**src/rtl/bus_mux_reg_if.sv**
```systemverilog
// Bus multiplexer register interface: source data/enables in, registered bus and conflict status out.
// conflict_cnt exists only when BUS_CONFLICT_CNT_EN is defined.
interface bus_mux_reg_if #(
  parameter int unsigned N_SRC  = 24,
  parameter int unsigned DATA_W = 32,
  parameter int unsigned SEL_W  = 5,
  parameter int unsigned CNT_W  = 8
);
  logic [N_SRC*DATA_W-1:0] src_data;
  logic [N_SRC-1:0]        drive_en;
  logic                    bus_stall;
  logic                    conflict_clr;
  logic [DATA_W-1:0]       bus_out;
  logic [SEL_W-1:0]        bus_sel;
  logic                    bus_valid;
  logic                    conflict;
  logic                    conflict_sticky;
`ifdef BUS_CONFLICT_CNT_EN
  logic [CNT_W-1:0]        conflict_cnt;
`endif

  modport master (
`ifdef BUS_CONFLICT_CNT_EN
    input  conflict_cnt,
`endif
    output src_data, drive_en, bus_stall, conflict_clr,
    input  bus_out, bus_sel, bus_valid, conflict, conflict_sticky
  );

  modport slave (
`ifdef BUS_CONFLICT_CNT_EN
    output conflict_cnt,
`endif
    input  src_data, drive_en, bus_stall, conflict_clr,
    output bus_out, bus_sel, bus_valid, conflict, conflict_sticky
  );
endinterface

```
**src/rtl/bus_mux_reg.sv**
```systemverilog
// Registered priority bus multiplexer with multi-driver conflict reporting.
// Optional saturating conflict counter enabled by defining BUS_CONFLICT_CNT_EN.
module bus_mux_reg #(
  parameter int unsigned N_SRC  = 24,
  parameter int unsigned DATA_W = 32,
  parameter int unsigned SEL_W  = 5,
  parameter int unsigned CNT_W  = 8
) (
  input logic          clock,
  input logic          clear,
  bus_mux_reg_if.slave bus
);

  logic [SEL_W-1:0]  selNext;
  logic [DATA_W-1:0] dataNext;
  logic              anyDrv;
  logic              multi;

  // Priority encode: scanning downward lets the lowest set index win.
  always_comb begin
    selNext  = '0;
    dataNext = '0;
    for (int i = int'(N_SRC) - 1; i >= 0; i--) begin
      if (bus.drive_en[i]) begin
        selNext  = SEL_W'(i);
        dataNext = bus.src_data[i*DATA_W +: DATA_W];
      end
    end
  end

  assign anyDrv = |bus.drive_en;
  // Clearing the lowest set bit leaves something only if two or more were set.
  assign multi  = |(bus.drive_en & (bus.drive_en - N_SRC'(1)));

  // Bus register keeps its last value when nobody drives or the bus is stalled.
  always_ff @(posedge clock or negedge clear) begin
    if (!clear) begin
      bus.bus_out   <= '0;
      bus.bus_sel   <= '0;
      bus.bus_valid <= 1'b0;
    end else begin
      bus.bus_valid <= anyDrv & ~bus.bus_stall;
      if (anyDrv && !bus.bus_stall) begin
        bus.bus_out <= dataNext;
        bus.bus_sel <= selNext;
      end
    end
  end

  // Conflict pulse and sticky flag; a new conflict beats a same-cycle clear.
  always_ff @(posedge clock or negedge clear) begin
    if (!clear) begin
      bus.conflict        <= 1'b0;
      bus.conflict_sticky <= 1'b0;
    end else begin
      bus.conflict        <= multi;
      bus.conflict_sticky <= multi | (bus.conflict_sticky & ~bus.conflict_clr);
    end
  end

`ifdef BUS_CONFLICT_CNT_EN
  localparam logic [CNT_W-1:0] CntMax = '1;

  always_ff @(posedge clock or negedge clear) begin
    if (!clear) begin
      bus.conflict_cnt <= '0;
    end else if (bus.conflict_clr) begin
      bus.conflict_cnt <= multi ? CNT_W'(1) : '0;
    end else if (multi && bus.conflict_cnt != CntMax) begin
      bus.conflict_cnt <= bus.conflict_cnt + CNT_W'(1);
    end
  end
`endif

endmodule

```
**src/flat_wrapper.sv**
```systemverilog
// flat-port wrapper written by rule: the top's interface ports become plain ports
module bus_mux_reg_flat 
#(
  parameter int unsigned N_SRC  = 24,
  parameter int unsigned DATA_W = 32,
  parameter int unsigned SEL_W  = 5,
  parameter int unsigned CNT_W  = 8
)
  (clock, clear, bus_src_data, bus_drive_en, bus_bus_stall, bus_conflict_clr, bus_bus_out, bus_bus_sel, bus_bus_valid, bus_conflict, bus_conflict_sticky);
  bus_mux_reg_if #(.N_SRC(N_SRC), .DATA_W(DATA_W), .SEL_W(SEL_W), .CNT_W(CNT_W)) bus_i ();
  input logic clock;
  input logic clear;
  input wire logic [$bits(bus_i.src_data)-1:0] bus_src_data;
  input wire logic [$bits(bus_i.drive_en)-1:0] bus_drive_en;
  input wire logic [$bits(bus_i.bus_stall)-1:0] bus_bus_stall;
  input wire logic [$bits(bus_i.conflict_clr)-1:0] bus_conflict_clr;
  output wire logic [$bits(bus_i.bus_out)-1:0] bus_bus_out;
  output wire logic [$bits(bus_i.bus_sel)-1:0] bus_bus_sel;
  output wire logic [$bits(bus_i.bus_valid)-1:0] bus_bus_valid;
  output wire logic [$bits(bus_i.conflict)-1:0] bus_conflict;
  output wire logic [$bits(bus_i.conflict_sticky)-1:0] bus_conflict_sticky;
  assign bus_i.src_data = bus_src_data;
  assign bus_i.drive_en = bus_drive_en;
  assign bus_i.bus_stall = bus_bus_stall;
  assign bus_i.conflict_clr = bus_conflict_clr;
  assign bus_bus_out = bus_i.bus_out;
  assign bus_bus_sel = bus_i.bus_sel;
  assign bus_bus_valid = bus_i.bus_valid;
  assign bus_conflict = bus_i.conflict;
  assign bus_conflict_sticky = bus_i.conflict_sticky;
  bus_mux_reg #(.N_SRC(N_SRC), .DATA_W(DATA_W), .SEL_W(SEL_W), .CNT_W(CNT_W)) u_core (.clock(clock), .clear(clear), .bus(bus_i));
endmodule
```
**config.mk**
```make
export PLATFORM = sky130hd
export DESIGN_NAME = bus_mux_reg_flat
export DESIGN_NICKNAME = d
export VERILOG_FILES = /design/src/rtl/bus_mux_reg_if.sv /design/src/rtl/bus_mux_reg.sv /design/src/flat_wrapper.sv
export SDC_FILE = /design/constraint.sdc
export NUM_CORES = 1
export LEC_CHECK = 0
export CAP_MARGIN = 25
export CORE_AREA = 5 5 321 323
export DETAILED_ROUTE_END_ITERATION = 7
export DIE_AREA = 0 0 326 328
export DONT_BUFFER_PORTS = 1
export PLACE_DENSITY_LB_ADDON = 0.08
export SLEW_MARGIN = 20
export SYNTH_ARGS = -nofsm -noshare
export SYNTH_HDL_FRONTEND = slang
export SYNTH_SLANG_ARGS = --single-unit
```
**constraint.sdc**
```tcl
create_clock -name clock -period 1.4 [get_ports clock]
set_input_delay 0.14 -clock clock [delete_from_list [all_inputs] [get_ports clock]]
set_output_delay 0.14 -clock clock [all_outputs]
set_load 0.005 [all_outputs]
```
; After elaboration in Yosys (flattened, before gate mapping)
; Cells that the tools add are included.
[totals]
regBits = 40
input_bits = 796
output_inout_bits = 40
wordCells = 64
[op_classes]
n_addsub = 1
muxes = 48
n_bitwise = 6
reduce_logical = 4
[op_table]
columns = operator, n
row1 = two-way mux 32 bit, 24
row2 = two-way mux 5 bit, 24
row3 = OR reduction 24 bit, 2
row4 = AND 24 bit, 1
row5 = "subtractor 24 x 1 -> 24 bit, second input constant", 1
row6 = AND 1 bit, 2
row7 = NOT 1 bit, 2
row8 = logical AND 1 bit, 1
row9 = zero test 1 bit, 1
row10 = bitwise OR 1 bit, 1

; Logic depth before layout (Yosys ltp)
[logic_depth]
word_depth = 24
depth_mapped = 9
ltp_nobuf = 7

; Worst setup path before layout
; No wires, ideal clock.
[synth_path]
kind = input to register
from = input port bus_drive_en[19]
to = register u_core.bus.conflict_sticky
setup_ns = 0.131
arrival_ns = 1.881
path_slack_ns = -0.612
path_stages = 7
n_path_buf = 1
path_cell_list = buf_6 > or4_4 > or3_1 > maj3_2 > a211o_1 > nor3_2 > nand3_1
[synth_via]
elab_chain_cells = 4
[synth_lines]
columns = element, line_no
row1 = from (decl), flat_wrapper.sv:14  ; input wire logic [$bits(bus_i.drive_en)-1:0] bus_drive_en;
row2 = subtractor 24 x 1 -> 24 bit, bus_mux_reg.sv:33  ; assign multi = |(bus.drive_en & (bus.drive_en - N_SRC'(1)));
row3 = AND 24 bit (*), bus_mux_reg.sv:33
row4 = OR reduction 24 bit (*), bus_mux_reg.sv:33
row5 = bitwise OR 1 bit (*), bus_mux_reg.sv:57  ; bus.conflict_sticky <= multi | (bus.conflict_sticky & ~bus.conflict_clr);
row6 = to (signal assigned), bus_mux_reg.sv:57
row7 = to (decl), bus_mux_reg_if.sv:35  ; output bus_out, bus_sel, bus_valid, conflict, conflict_sticky
; Mark *: on every way between the ends. The rest lies on a longest branch, timed or not.
; A chain may end at the register's enable or synchronous reset.

; Worst setup path after layout
[layout_path]
from = input port bus_drive_en[16]
to = register u_core.bus.conflict_sticky
; Same word-level chain as after synthesis.

==> run metrics <==
status finished with violations; failing checks setup timing; Critical Path AT 2.00 ns; Pwr per Cell Area 480 nW/um2; fraction of layout cells with a size suffix above 1 28.5%; post-route minimum period 1.80 ns; EDFF count, synth 0; Post-synth top cells 179 x a221oi_1, 133 x clkbuf_1, 126 x a21oi_1; wire per inst 35.6 um; # rows 116; final core utilization 12.9%; Area Growth Syn to Fin 52.4%; final-report setup violation count 39; Final Cycle Share 129%; Placed Cells 2632; drt total wl 95.3 mm; share of the synthesized area in the top cell type 18.6%; Gate power share 51.4%; Total GRT Usage 16.6%; M1 GR Usage 18.1%; drt drc 0; CTS tree done; CP Class in -> reg; placed cell area 11600 um2; total gr overflow 0; final hold violation count 0; Worst Hold Class in -> reg; worst reg2reg path depth 2; first-pass GRT wire length 124 mm; sequential area share after synthesis 11.9%; post-DP HPWL 80.3 mm; port bufs 0; WHS 0.0291 ns; CP max FO 19; reg2reg end u_core.bus.bus_out[29]$_DFFE_PN0P_; max_cap viols 0; Die Y 328 um; clk_skew 0 ns; required time worst endpoint 1.60 ns; vias in the first global route 13300; Via-to-Cell Ratio 4.66; GRT busiest layer met2; Yosys reg bits 40; Num CTS Buffers 5; register share of total power 23.8%; CP startpoint bus_drive_en[16]; fin area 12800 um2; largest net degree at the start of global routing 73; fin cells 2673; setup slack, reg-to-reg 0.53 ns; Syn Area/Cell 6.77 um2; switching part of the total 42.1%; Clock Power Share 24.9%; RSZ-0062 raised after global routing true; Area contributors post-synth a221oi_1 19%, dfrtp_1 12%, a21oi_1 7.5%, clkbuf_1 5.9%, o21ai_0 5.2%; initial drt markers 915; nets 2160; peak supply drop 0.365 mV; CP Capture Type register; Synth Warn # 0; Starting Density 8.45%; slew at the pin with the worst max-slew slack 0.631 ns; clk buf depth 2; gpl congestion 0.878; Die Wd 326 um; Psw 2600 uW; core area 99600 um2; Worst Setup EP u_core.bus.conflict_sticky$_DFF_PN0_; post-synth top area cell a221oi_1; antenna violations before repair 22; worst skew pair latency 0.30 ns; Pins Over Slew Limit 0; Pleak 0.00421 uW; I/O pin cnt 836; CTS sink cnt 40; normalized max-slew margin 57.4%; Net Count, Synth 2038; worst r2r src u_core.bus.bus_out[29]$_DFFE_PN0P_; Pint 3570 uW; Syn Std Cell Area 8410 um2; fin worst setup slack -0.403 ns; via count 12400; fill count 11600; startpoint type of the worst setup path primary input; Die ar. 107000 um2; First-pass DRT Iterations 7; Routed Antenna Nets 0; Clock Pin Slew Worst Setup and Hold Paths 0.08 ns; Async SR Flop Fraction 100%; Post-Syn Instances 1242; Main synth FF type dfrtp_1; M3 GR Usage 4.87%; GR Util met2 32.4%; most common cell in the netlist a221oi_1; H-tree lvl count 2; Netlist cell types 55; Root Buffer clkbuf_16; fmax 555 MHz
-- layer usage --
metal,vias up,share of wire [%]
met1,6261,37
met2,733,53
met3,75,8.5
met5,-,0.17
li1,5353,-
met4,24,1.5
-- cells by family (layout without fill, tap and decap cells) --
group / Yosys count / in the layout / synth area share (%)
buffers and inverters: 200 / 322 / 9.36
AOI/OAI and AO/OA: 679 / 679 / 59.2
other: 0 / 10 / 0
and+or+nand+nor: 320 / 321 / 19.2
DFF: 40 / 40 / 11.9
adders and majority gates: 3 / 3 / 0.372
-- layout make-up --
type	count	area (um2)	area share, %
Clock inverter	3	42.5	0.332
Timing Repair Buffer	269	2520	19.7
Multi-Input combinational cell	1003	7300	56.9
Antenna cell	10	25.0	0.195
Sequential cell	40	1000	7.81
Inverter	45	185	1.44
Clock buffer	5	125	0.976
Tap cell	1298	1620	12.7
-- worst min path at each step --
stage,startpoint,to,slack (ns),cells past startpoint
after CTS,bus_conflict_clr,u_core.bus.conflict_sticky$_DFF_PN0_,0.006,2
after global routing,bus_conflict_clr,u_core.bus.conflict_sticky$_DFF_PN0_,0.03,2
after floorplan,clear,u_core.bus.bus_out[0]$_DFFE_PN0P_,-0.16,0
after global placement,clear,u_core.bus.bus_out[30]$_DFFE_PN0P_,-0.15,0
after detailed placement,clear,u_core.bus.bus_out[30]$_DFFE_PN0P_,-0.15,0
final,bus_conflict_clr,u_core.bus.conflict_sticky$_DFF_PN0_,0.03,2
-- flip-flops by register name (all words and copies together), names as in the netlist --
signal and count:
u_core.bus.bus_out 32, u_core.bus.bus_sel 5, u_core.bus.bus_valid 1, u_core.bus.conflict 1, u_core.bus.conflict_sticky 1
-- timing repair --
action | in CTS | in global routing
cloned | 3 | 3
pin swaps | 19 | 13
hold buffers | 5 | 0
setup buffers | 9 | 5
endpoints found under the hold margin | 44 | 0
setup endpoints to repair | 39 | 39
resized for setup | 107 | 58
-- worst max-delay path: stages --
cell and delay (ns):
or4_4 0.56, or3_4 0.38, maj3_2 0.32, a211o_1 0.30, nor3_4 0.20, nand3_1 0.09
-- metrics by stage --
step                power, uW  setup WS, ns  TNS [ns]
finish                   6160        -0.403    -10.47
global route             6580        -0.471    -13.34
CTS                      6280        -0.398    -13.11
detailed placement       4420         -1.41    -40.74
global placement         4420         -1.37    -43.57
floorplan                2960        -0.553    -14.95
-- cell usage in the layout (no fill, tap or decap), types with 13 or more instances in the layout --
master and n:
a221oi_1 163, dfrtp_1 40, nor2b_1 54, a21oi_2 26, o221ai_1 44, buf_4 216
inv_1 43, nand3_1 24, o211ai_1 21, a211o_1 18, nand2b_1 13, buf_12 27
nor2_1 55, o311a_1 29, o21ai_0 80, a22oi_1 29, o22ai_1 34, nand2_1 97
o31ai_1 26, a21oi_1 97
-- power by group through the flow --
| stage | Clock, uW | Sequential [uW] | Combinational [uW] |
|---|---|---|---|
| 2_1_floorplan | 0 | 1380 | 1580 |
| 4_1_cts | 1620 | 1480 | 3190 |
| 3_3_place_gp | 0 | 1500 | 2920 |
| 3_5_place_dp | 0 | 1500 | 2930 |
| 6_report | 1530 | 1470 | 3160 |
| 5_1_grt | 1650 | 1490 | 3430 |
No activity file was read; power rests on OpenSTA's default activity.
